--- src/rtl/synth_dac_pkg.sv ---
// -----------------------------------------------------------------------------
// synth_dac_pkg
// Shared types and constants for the DAC output path (dac_spi_tx and its
// sub-modules): FSM state encoding, MCP4921-style frame layout constants,
// the dither LFSR seed and small helper functions.
// -----------------------------------------------------------------------------
package synth_dac_pkg;

    typedef enum logic [2:0] {
        IDLE    = 3'd0,
        SETUP   = 3'd1,
        SHIFT   = 3'd2,
        CS_HOLD = 3'd3,
        LDAC    = 3'd4
    } state_e;

    localparam int          FRAME_BITS   = 16;
    // DAC A, unbuffered Vref, 1x gain, output active.
    localparam logic [3:0]  DAC_CFG_BITS = 4'b0011;
    localparam logic [11:0] MIDSCALE     = 12'h800;
    localparam logic [14:0] LFSR_SEED    = 15'h0001;

    // Build the 16-bit command word from a 12-bit DAC code.
    function automatic logic [FRAME_BITS-1:0] frame_word(input logic [11:0] code);
        return {DAC_CFG_BITS, code};
    endfunction

    // One step of the x^15 + x^14 + 1 Fibonacci LFSR.
    function automatic logic [14:0] lfsr_next(input logic [14:0] s);
        return {s[13:0], s[14] ^ s[13]};
    endfunction

endpackage

--- src/rtl/dac_spi_tx_chk.sv ---
// -----------------------------------------------------------------------------
// dac_spi_tx_chk
// Simulation checker for dac_spi_tx: a sample tick must only arrive while the
// frame FSM is idle. The frame is never restarted, so a tick elsewhere means
// SAMPLE_PERIOD is too short for the configured CLK_DIV.
// Ports:
//   clk, rst - clock and synchronous reset of the checked block
//   tick     - sample tick
//   in_idle  - FSM is in IDLE
// -----------------------------------------------------------------------------
module dac_spi_tx_chk (
    input logic clk,
    input logic rst,
    input logic tick,
    input logic in_idle
);

    a_tick_in_idle: assert property (@(posedge clk) disable iff (rst) tick |-> in_idle)
        else $error("dac_spi_tx: sample tick while a frame is in progress");

endmodule

--- src/rtl/dac_spi_tx_tick_gen.sv ---
// -----------------------------------------------------------------------------
// tick_gen
// Modulo-PERIOD free-running counter producing a one-cycle tick when the
// count reaches PERIOD-1. Synchronous active-high reset clears the count.
// Ports:
//   clk    - system clock
//   rst    - synchronous active-high reset (count -> 0)
//   tick_o - high for one cycle every PERIOD cycles
// -----------------------------------------------------------------------------
module tick_gen #(
    parameter int PERIOD = 250
) (
    input  logic clk,
    input  logic rst,
    output logic tick_o
);

    localparam int         W    = (PERIOD > 1) ? $clog2(PERIOD) : 1;
    localparam logic [W-1:0] LAST = W'(PERIOD - 1);

    logic [W-1:0] count_q;
    logic [W-1:0] count_d;

    // Next count: wrap to zero after the last value.
    always_comb begin
        count_d = count_q;
        if (count_q == LAST) begin
            count_d = '0;
        end else begin
            count_d = count_q + W'(1);
        end
    end

    // Count register.
    always_ff @(posedge clk) begin
        if (rst) begin
            count_q <= '0;
        end else begin
            count_q <= count_d;
        end
    end

    assign tick_o = (count_q == LAST);

endmodule

--- src/rtl/dac_spi_tx.sv ---
// -----------------------------------------------------------------------------
// dac_spi_tx
// Output end of the synth sample path. Buffers one 11-bit sample behind a
// valid/ready handshake and, on every sample tick, shifts a 16-bit
// MCP4921-style command frame (MSB first, SPI mode 0) followed by an LDAC
// pulse so the analog output updates on a fixed sample grid.
// Optional feature: define DAC_LFSR_DITHER_EN to drive the code LSB from a
// 15-bit LFSR (advanced once per tick); otherwise the LSB is always 0.
// Ports:
//   clk, rst      - clock, synchronous active-high reset
//   sample        - unsigned 11-bit channel sample
//   sample_valid  - sample is valid this cycle
//   sample_ready  - one-entry buffer is empty
//   dac_csn       - SPI chip select, active low
//   dac_sclk      - SPI clock, idles low
//   dac_mosi      - SPI data, MSB first
//   dac_ldacn     - DAC latch strobe, active low
//   underrun      - one-cycle pulse: tick found the buffer empty
// -----------------------------------------------------------------------------
module dac_spi_tx
    import synth_dac_pkg::*;
#(
    parameter int CLK_DIV       = 4,
    parameter int SAMPLE_PERIOD = 250
) (
    input  logic        clk,
    input  logic        rst,
    input  logic [10:0] sample,
    input  logic        sample_valid,
    output logic        sample_ready,
    output logic        dac_csn,
    output logic        dac_sclk,
    output logic        dac_mosi,
    output logic        dac_ldacn,
    output logic        underrun
);

    generate
        if (CLK_DIV < 1) begin : g_bad_clk_div
            $error("dac_spi_tx: CLK_DIV must be >= 1");
        end
        if (SAMPLE_PERIOD < 36 * CLK_DIV) begin : g_bad_sample_period
            $error("dac_spi_tx: SAMPLE_PERIOD must be >= 36*CLK_DIV");
        end
    endgenerate

    localparam logic [3:0] LAST_BIT = 4'(FRAME_BITS - 1);

    state_e                  state_q, state_d;
    logic                    tick_s, half_tick_s, div_rst_s, code_lsb_s;
    logic                    load_s, consume_s;
    logic                    buf_full_q, buf_full_d;
    logic [10:0]             buf_data_q, buf_data_d;
    logic                    ready_q, ready_d;
    logic [11:0]             last_code_q, last_code_d;
    logic [FRAME_BITS-1:0]   shift_q, shift_d, frame_s;
    logic [3:0]              bit_cnt_q, bit_cnt_d;
    logic                    csn_q, csn_d, sclk_q, sclk_d, mosi_q, mosi_d;
    logic                    ldacn_q, ldacn_d, underrun_q, underrun_d;

    tick_gen #(.PERIOD(SAMPLE_PERIOD)) u_sample_tick (
        .clk    (clk),
        .rst    (rst),
        .tick_o (tick_s)
    );

    // Half-period divider is held in reset while idle so every frame starts
    // with a fresh CLK_DIV-cycle phase.
    assign div_rst_s = rst || (state_q == IDLE);

    tick_gen #(.PERIOD(CLK_DIV)) u_half_tick (
        .clk    (clk),
        .rst    (div_rst_s),
        .tick_o (half_tick_s)
    );

`ifdef DAC_LFSR_DITHER_EN
    logic [14:0] lfsr_q, lfsr_d;

    // Dither LFSR advances once per sample tick.
    always_comb begin
        lfsr_d = lfsr_q;
        if (tick_s) begin
            lfsr_d = lfsr_next(lfsr_q);
        end else begin
            lfsr_d = lfsr_q;
        end
    end

    // Dither LFSR register.
    always_ff @(posedge clk) begin
        if (rst) begin
            lfsr_q <= LFSR_SEED;
        end else begin
            lfsr_q <= lfsr_d;
        end
    end

    assign code_lsb_s = lfsr_q[0];
`else
    assign code_lsb_s = 1'b0;
`endif

    // ready mirrors "buffer empty", so load and consume never coincide.
    assign load_s    = sample_valid && ready_q;
    assign consume_s = tick_s && buf_full_q;

    // Buffer, code and underrun next-state.
    always_comb begin
        buf_full_d  = buf_full_q;
        buf_data_d  = buf_data_q;
        last_code_d = last_code_q;
        if (load_s) begin
            buf_full_d = 1'b1;
            buf_data_d = sample;
        end else if (consume_s) begin
            buf_full_d = 1'b0;
        end else begin
            buf_full_d = buf_full_q;
        end
        // A repeat keeps the previous code but still takes a fresh LSB.
        if (consume_s) begin
            last_code_d = {buf_data_q, code_lsb_s};
        end else if (tick_s) begin
            last_code_d = {last_code_q[11:1], code_lsb_s};
        end else begin
            last_code_d = last_code_q;
        end
        ready_d    = ~buf_full_d;
        underrun_d = tick_s && !buf_full_q;
    end

    assign frame_s = frame_word(last_code_d);

    // State and datapath registers.
    always_ff @(posedge clk) begin
        if (rst) begin
            state_q     <= IDLE;
            buf_full_q  <= 1'b0;
            buf_data_q  <= 11'd0;
            ready_q     <= 1'b1;
            last_code_q <= MIDSCALE;
            shift_q     <= '0;
            bit_cnt_q   <= 4'd0;
            csn_q       <= 1'b1;
            sclk_q      <= 1'b0;
            mosi_q      <= 1'b0;
            ldacn_q     <= 1'b1;
            underrun_q  <= 1'b0;
        end else begin
            state_q     <= state_d;
            buf_full_q  <= buf_full_d;
            buf_data_q  <= buf_data_d;
            ready_q     <= ready_d;
            last_code_q <= last_code_d;
            shift_q     <= shift_d;
            bit_cnt_q   <= bit_cnt_d;
            csn_q       <= csn_d;
            sclk_q      <= sclk_d;
            mosi_q      <= mosi_d;
            ldacn_q     <= ldacn_d;
            underrun_q  <= underrun_d;
        end
    end

    // Frame FSM next state.
    always_comb begin
        state_d = state_q;
        case (state_q)
            IDLE:    if (tick_s) state_d = SETUP; else state_d = IDLE;
            SETUP:   if (half_tick_s) state_d = SHIFT; else state_d = SETUP;
            SHIFT:   if (half_tick_s && sclk_q && (bit_cnt_q == LAST_BIT)) state_d = CS_HOLD;
                     else state_d = SHIFT;
            CS_HOLD: if (half_tick_s) state_d = LDAC; else state_d = CS_HOLD;
            LDAC:    if (half_tick_s) state_d = IDLE; else state_d = LDAC;
            default: state_d = IDLE;
        endcase
    end

    // Frame FSM outputs. Each SCLK period starts with its low half, so the
    // first rising edge comes 2*CLK_DIV cycles after chip select falls.
    always_comb begin
        csn_d     = csn_q;
        sclk_d    = sclk_q;
        mosi_d    = mosi_q;
        ldacn_d   = ldacn_q;
        shift_d   = shift_q;
        bit_cnt_d = bit_cnt_q;
        case (state_q)
            IDLE: begin
                if (tick_s) begin
                    shift_d   = frame_s;
                    mosi_d    = frame_s[FRAME_BITS-1];
                    csn_d     = 1'b0;
                    sclk_d    = 1'b0;
                    bit_cnt_d = 4'd0;
                end else begin
                    csn_d = 1'b1;
                end
            end
            SETUP: sclk_d = 1'b0;
            SHIFT: begin
                if (half_tick_s) begin
                    sclk_d = ~sclk_q;
                    // Falling edge: advance data, or end the frame after bit 0.
                    if (sclk_q && (bit_cnt_q == LAST_BIT)) begin
                        csn_d = 1'b1;
                    end else if (sclk_q) begin
                        shift_d   = {shift_q[FRAME_BITS-2:0], 1'b0};
                        mosi_d    = shift_q[FRAME_BITS-2];
                        bit_cnt_d = bit_cnt_q + 4'd1;
                    end else begin
                        bit_cnt_d = bit_cnt_q;
                    end
                end else begin
                    sclk_d = sclk_q;
                end
            end
            CS_HOLD: if (half_tick_s) ldacn_d = 1'b0; else ldacn_d = ldacn_q;
            LDAC:    if (half_tick_s) ldacn_d = 1'b1; else ldacn_d = ldacn_q;
            default: begin
                csn_d   = 1'b1;
                sclk_d  = 1'b0;
                ldacn_d = 1'b1;
            end
        endcase
    end

    dac_spi_tx_chk u_chk (
        .clk     (clk),
        .rst     (rst),
        .tick    (tick_s),
        .in_idle (state_q == IDLE)
    );

    assign sample_ready = ready_q;
    assign dac_csn      = csn_q;
    assign dac_sclk     = sclk_q;
    assign dac_mosi     = mosi_q;
    assign dac_ldacn    = ldacn_q;
    assign underrun     = underrun_q;

endmodule
--- config.mk ---
export PLATFORM = sky130hd
export DESIGN_NAME = dac_spi_tx
export DESIGN_NICKNAME = d
export VERILOG_FILES = /design/src/rtl/synth_dac_pkg.sv /design/src/rtl/dac_spi_tx_chk.sv /design/src/rtl/dac_spi_tx_tick_gen.sv /design/src/rtl/dac_spi_tx.sv
export SDC_FILE = /design/constraint.sdc
export NUM_CORES = 1
export LEC_CHECK = 0
export BUFFER_PORTS_ARGS = -buffer_cell sky130_fd_sc_hd__buf_2
export CAP_MARGIN = 20
export CORE_UTILIZATION = 30
export CTS_CLUSTER_SIZE = 10
export DETAILED_ROUTE_END_ITERATION = 10
export HOLD_SLACK_MARGIN = 0.12
export PLACE_DENSITY = 0.49
export SYNTH_ARGS = -nofsm -noshare
export SYNTH_HDL_FRONTEND = slang
export SYNTH_SLANG_ARGS = --single-unit
--- constraint.sdc ---
create_clock -name clk -period 1.8 [get_ports clk]
set_input_delay 0.18 -clock clk [delete_from_list [all_inputs] [get_ports clk]]
set_output_delay 0.18 -clock clk [all_outputs]
set_load 0.01 [all_outputs]
# Word level (Yosys, flattened, before mapping)

Cells that the tools add are included.

Eq/ne operators: 14
Add/subtract/negate cells: 3
Muxes and demuxes: 34
Reductions and logical operators: 19
Bitwise operators: 5

Operators with widths:

| cell                                                 | count |
|---|---|
| 2-to-1 mux 15 bit                                    | 4 |
| case mux 15 bit (2 select lines)                     | 1 |
| 2-to-1 mux 4 bit                                     | 4 |
| 2-to-1 mux 1 bit                                     | 15 |
| case mux 3 bit (5 select lines)                      | 1 |
| inequality test 2 bit (second input constant)        | 7 |
| 2-to-1 mux 12 bit                                    | 1 |
| case mux 1 bit (3 select lines)                      | 3 |
| AND reduction 3 bit                                  | 3 |
| adder 8 x 1 -> 8 bit (second input constant)         | 1 |
| equality test 8 bit (second input constant)          | 1 |
| case mux 4 bit (2 select lines)                      | 1 |
| equality test 3 x 2 -> 1 bit (second input constant) | 2 |
| logical AND 1 bit                                    | 6 |
| 2-to-1 mux 3 bit                                     | 2 |
| OR reduction 2 bit                                   | 3 |
| OR reduction 3 bit                                   | 2 |
| NOT 1 bit                                            | 5 |
| AND reduction 5 bit                                  | 1 |
| adder 4 x 1 -> 4 bit (second input constant)         | 1 |
| equality test 4 bit (second input constant)          | 1 |
| equality test 3 x 1 -> 1 bit (second input constant) | 1 |
| equality test 3 bit (second input constant)          | 1 |
| zero test 3 bit                                      | 1 |
| 7 further kinds                                      | 7 |

Word-level logic and storage cells: 89
Bits in registers: 62

# Longest topological paths before layout

Depth after elaboration: 5
Mapped depth: 7
Gate-level depth less buffers: 6

# By module

From an unflattened synthesis, not the netlist that was laid out.

Cells, all modules: 291
Area total of the unflattened synthesis: 2,602.5 µm²

By module, submodules not included:

| module                    | seq. area each (µm²) | instances | cells each | area each (µm²) |
|---|---|---|---|---|
| dac_spi_tx                | 1,021.0              | 1         | 244        | 2,162.1 |
| tick_gen at u_sample_tick | 160.2                | 1         | 42         | 365.4 |
| tick_gen at u_half_tick   | 40.0                 | 1         | 5          | 75.1 |

# Worst setup path before layout

Ideal clock, no wire load.

Path kind: reg2reg
From: register u_half_tick.count_q[0]
To: register shift_q[1]
Arrival time: 1,573 ps
Slack: 167 ps
Library setup time: 61 ps
Cell stages (with the launch flop): 8
Clock period less this slack: 1,633 ps
Cells stage by stage: dfxtp_1 -> ha_1 -> buf_2 -> nand3_1 -> nand2b_4 -> a2111oi_4 -> buf_6 -> a32o_1

Word-level cells in the longest chain between the ends: 3

Ends and longest elaborated chain:

| item                                   | RTL line                  | source |
|---|---|---|
| start: declaration                     | dac_spi_tx_tick_gen.sv:21 | `logic [W-1:0] count_q;` |
| start signal: assignment               | dac_spi_tx_tick_gen.sv:39 | `count_q <= count_d;` |
| equality test 2 bit                    | dac_spi_tx_tick_gen.sv:43 | `assign tick_o = (count_q == LAST);` |
| inequality test 2 bit (no source line) | --                        |  |
| AND reduction 5 bit (no source line)   | --                        |  |
| end signal: assignment                 | dac_spi_tx.sv:156         | `shift_q <= shift_d;` |
| end: declaration                       | dac_spi_tx.sv:56          | `logic [FRAME_BITS-1:0] shift_q, shift_d, frame_s;` |

Every way passes these cells.
A chain may end at the register's enable or synchronous reset.

# Final worst setup path

From: register u_sample_tick.count_q[1]
To: register bit_cnt_q[3]

Word-level cells in the longest chain between the ends: 3

Ends and longest elaborated chain:

| item                                   | RTL line                  | source |
|---|---|---|
| start: declaration                     | dac_spi_tx_tick_gen.sv:21 |  |
| start signal: assignment               | dac_spi_tx_tick_gen.sv:39 |  |
| equality test 8 bit                    | dac_spi_tx_tick_gen.sv:43 |  |
| inequality test 2 bit (no source line) | --                        |  |
| AND reduction 5 bit (no source line)   | --                        |  |
| end signal: assignment                 | dac_spi_tx.sv:157         | `bit_cnt_q <= bit_cnt_d;` |
| end: declaration                       | dac_spi_tx.sv:57          | `logic [3:0] bit_cnt_q, bit_cnt_d;` |

Every way passes these cells.

==> run metrics <==
Final Slew Violations=0; Worst-Margin Slew=around 0.46 ns; Sw Ratio=0.193; top post-synthesis cells by area=dfxtp_1, nand3_1, a21oi_1; # fillers=approximately 880; Area Growth Syn to Fin=25.5%; pre-CTS WS=approximately 0.027 ns; Seq. cell area=1220 um2; delay-heaviest family, CP=simple AND/OR/NAND/NOR gates; #FFs+latches synth=61; vias in the first global route=1996; site row count=33; Post-synth EDFFs=0; DR WL/cell=13.1 um; net switching power figure=0.000594 W; setup ws final=between 0.08 and 0.09 ns; commonest non-fill, non-tap cell in the layout=dfxtp_1; Antenna Nets Post-Route=0; Ports=20; largest net degree at the start of global routing=24; First-pass DRT Iterations=4; synth unique cells=46; Max-cap violations=0; syn nets=305; initial antenna violation count=0; Post-CTS Setup Inserts=0; combinational power share=0.042; pwr dens=949 nW/um2; global-route wire length before repair=9360 um; Post-synth ARST share=0; clock root cell=clkbuf_8; Post-Place Cells=408; Main synth FF type=dfxtp_1; DRT iter0 DRCs=74; Num CTS Buffers=9; DRC viols=0; WS Path Type=flip-flop to flip-flop; worst-path fanout max=5; starting density of the core=0.312; final critical-path required period=1.72 ns; clock buffer depth=2; # H-tree levels=3; highest-count cells in the layout ignoring fill and taps=dfxtp_1, nand2_1, nand3_1; crit path launch type=flip-flop; CTS tree=yes; YS warnings=0; Global Route Usage Sum=0.136; Clk pin slew, worst setup/hold paths=0.07 ns; peak supply drop=approximately 0.00050 V; clock network power share=0.504; latest clock arrival within the worst-skew pair=0.33 ns; Die Y=94.7 um; layout cells sized above 1=0.185; gp weighted congestion=about 0.79; core area=8260 um2; Slew HR=0.690; Min-Delay Path Class=primary input to flip-flop; Max stage delay on crit path=0.35 ns; IO buf count=19; non-filler cells, final=434; CP endpoint kind=flip-flop; Fin Setup TNS=0 ns; post-synthesis sequential area ratio=0.474; Syn Std Cell Area=between 2000 and 3000 um2; CP required=2.02 ns; vias=2124; die area=8960 um2; CP bufs+invs=1; cell chain of the critical path=inv_1, ha_1, nor2b_2, and4b_1, o21ai_2, a221o_1; CP max-delay cell=a221o_1; detailed placer's ending HPWL=roughly 3800 um; area leader, netlist=dfxtp_1; Nets=approximately 340; CP arrival=1.94 ns; share of total power in sequential cells=0.453; Synth Instances=287; clock sink count=61; total grt overflow=0; Final Routed Wirelength=between 5000 and 6000 um; area of the multi-input gates=1290 um2; Max Fclk=0.582 GHz; Int Pwr=0.00248 W; Tcrit/Tclk final=0.955; Yosys top cell area share=0.474; outcome=finished clean; die width=roughly 95 um; DR vias/cell=between 4 and 5; Final Hold Viols=0; Final Skew=0.00786 ns; syn_area_per_cell=approximately 9.0 um2; Ant. Diodes=0; leakage=between 1 and 1.5 nW; Setup-failing EPs final=0
kinds of logic (layout without fill, tap and decap cells):
| kind of cell | Yosys count | count (layout) | share of synthesized area |
|---|---|---|---|
| AND/OR/NAND/NOR | 125 | 125 | 0.260 |
| AO/OA/AOI/OAI | 65 | 65 | 0.172 |
| flip-flops | 61 | 61 | 0.474 |
| buffers and inverters | 21 | 63 | 0.0350 |
| XOR/XNOR | 8 | 8 | 0.0272 |
| adder cells (fa/ha/maj) | 4 | 4 | 0.0194 |
| multiplexers | 3 | 3 | 0.0117 |
flip-flops by register name, summed over array words and instances (netlist names):
name                   count
dac_sclk                   1
shift_q                   15
dac_csn                    1
dac_mosi                   1
sample_ready               1
u_half_tick.count_q        2
last_code_q               11
buf_full_q                 1
buf_data_q                11
bit_cnt_q                  4
dac_ldacn                  1
u_sample_tick.count_q      8
state_q                    3
underrun                   1
power by group through the flow:
stage / clock network [W] / logic, W / registers (W)
4_1_cts: 0.00160 / 0.000126 / 0.00139
6_report: 0.00155 / 0.000129 / 0.00139
5_1_grt: 0.00166 / 0.000144 / 0.00139
3_5_place_dp: 0 / 0.000107 / 0.00142
3_3_place_gp: 0 / 0.000107 / 0.00142
2_1_floorplan: 0 / 0.0000646 / 0.00142
timing repair:
action	CTS	global route
setup endpoints to repair	0	16
resized for setup	0	8
hold endpoints to repair	11	0
hold buffers	11	0
worst paths after layout:
check | start | to | slack, ns | cells past startpoint
max | u_sample_tick.count_q[1] | bit_cnt_q[3] | 0.08 | 6
min | rst | dac_sclk | 0.26 | 2
max reg2reg | u_sample_tick.count_q[1] | bit_cnt_q[3] | 0.08 | 6
min reg2reg | u_half_tick.count_q[0] | u_half_tick.count_q[0] | 0.44 | 1
per-layer routing:
metal,routed length (um),track usage
met5,0,0
met4,30,0.0492
met3,195,0.0459
met2,2540,0.212
met1,2910,0.174
worst reg2reg max path: cells and delay by family (launching register included):
kind,cells,cell delay (ns)
AND/OR/NAND/NOR,2,0.53
adder cells (fa/ha/maj),1,0.17
flip-flops,1,0.34
buffers and inverters,1,0.06
AO/OA/AOI/OAI,2,0.51
final cells by class:
cell class,count,area share
multi-input combinational,205,0.399
clock inverter,5,0.0387
clock buffer,9,0.0383
inverter,2,0.00232
timing repair buffer,47,0.103
sequential,61,0.378
tap,105,0.0406
stage by stage:
| step | total power (W) | cell area (um2) | hold WS, ns | util |
|---|---|---|---|---|
| after floorplan | 0.00148 | 2580 | 0.316 | - |
| after global routing | 0.00320 | 3230 | 0.289 | 0.392 |
| after CTS | 0.00311 | 3200 | 0.237 | 0.387 |
| after global placement | 0.00153 | 2840 | 0.421 | 0.344 |
| final | 0.00307 | 3230 | 0.265 | 0.392 |
| after detailed placement | 0.00153 | 2840 | 0.426 | 0.344 |
cells in the mapped netlist (5+ instances only):
master / number
nor3_1: 5
nand2_1: 33
a21oi_1: 25
nand3_1: 33
or2_0: 10
a32o_1: 11
o21ai_0: 15
clkbuf_1: 13
and3_1: 6
nor2_1: 14
dfxtp_1: 61
Note: power is estimated with default switching activity, not from simulation.
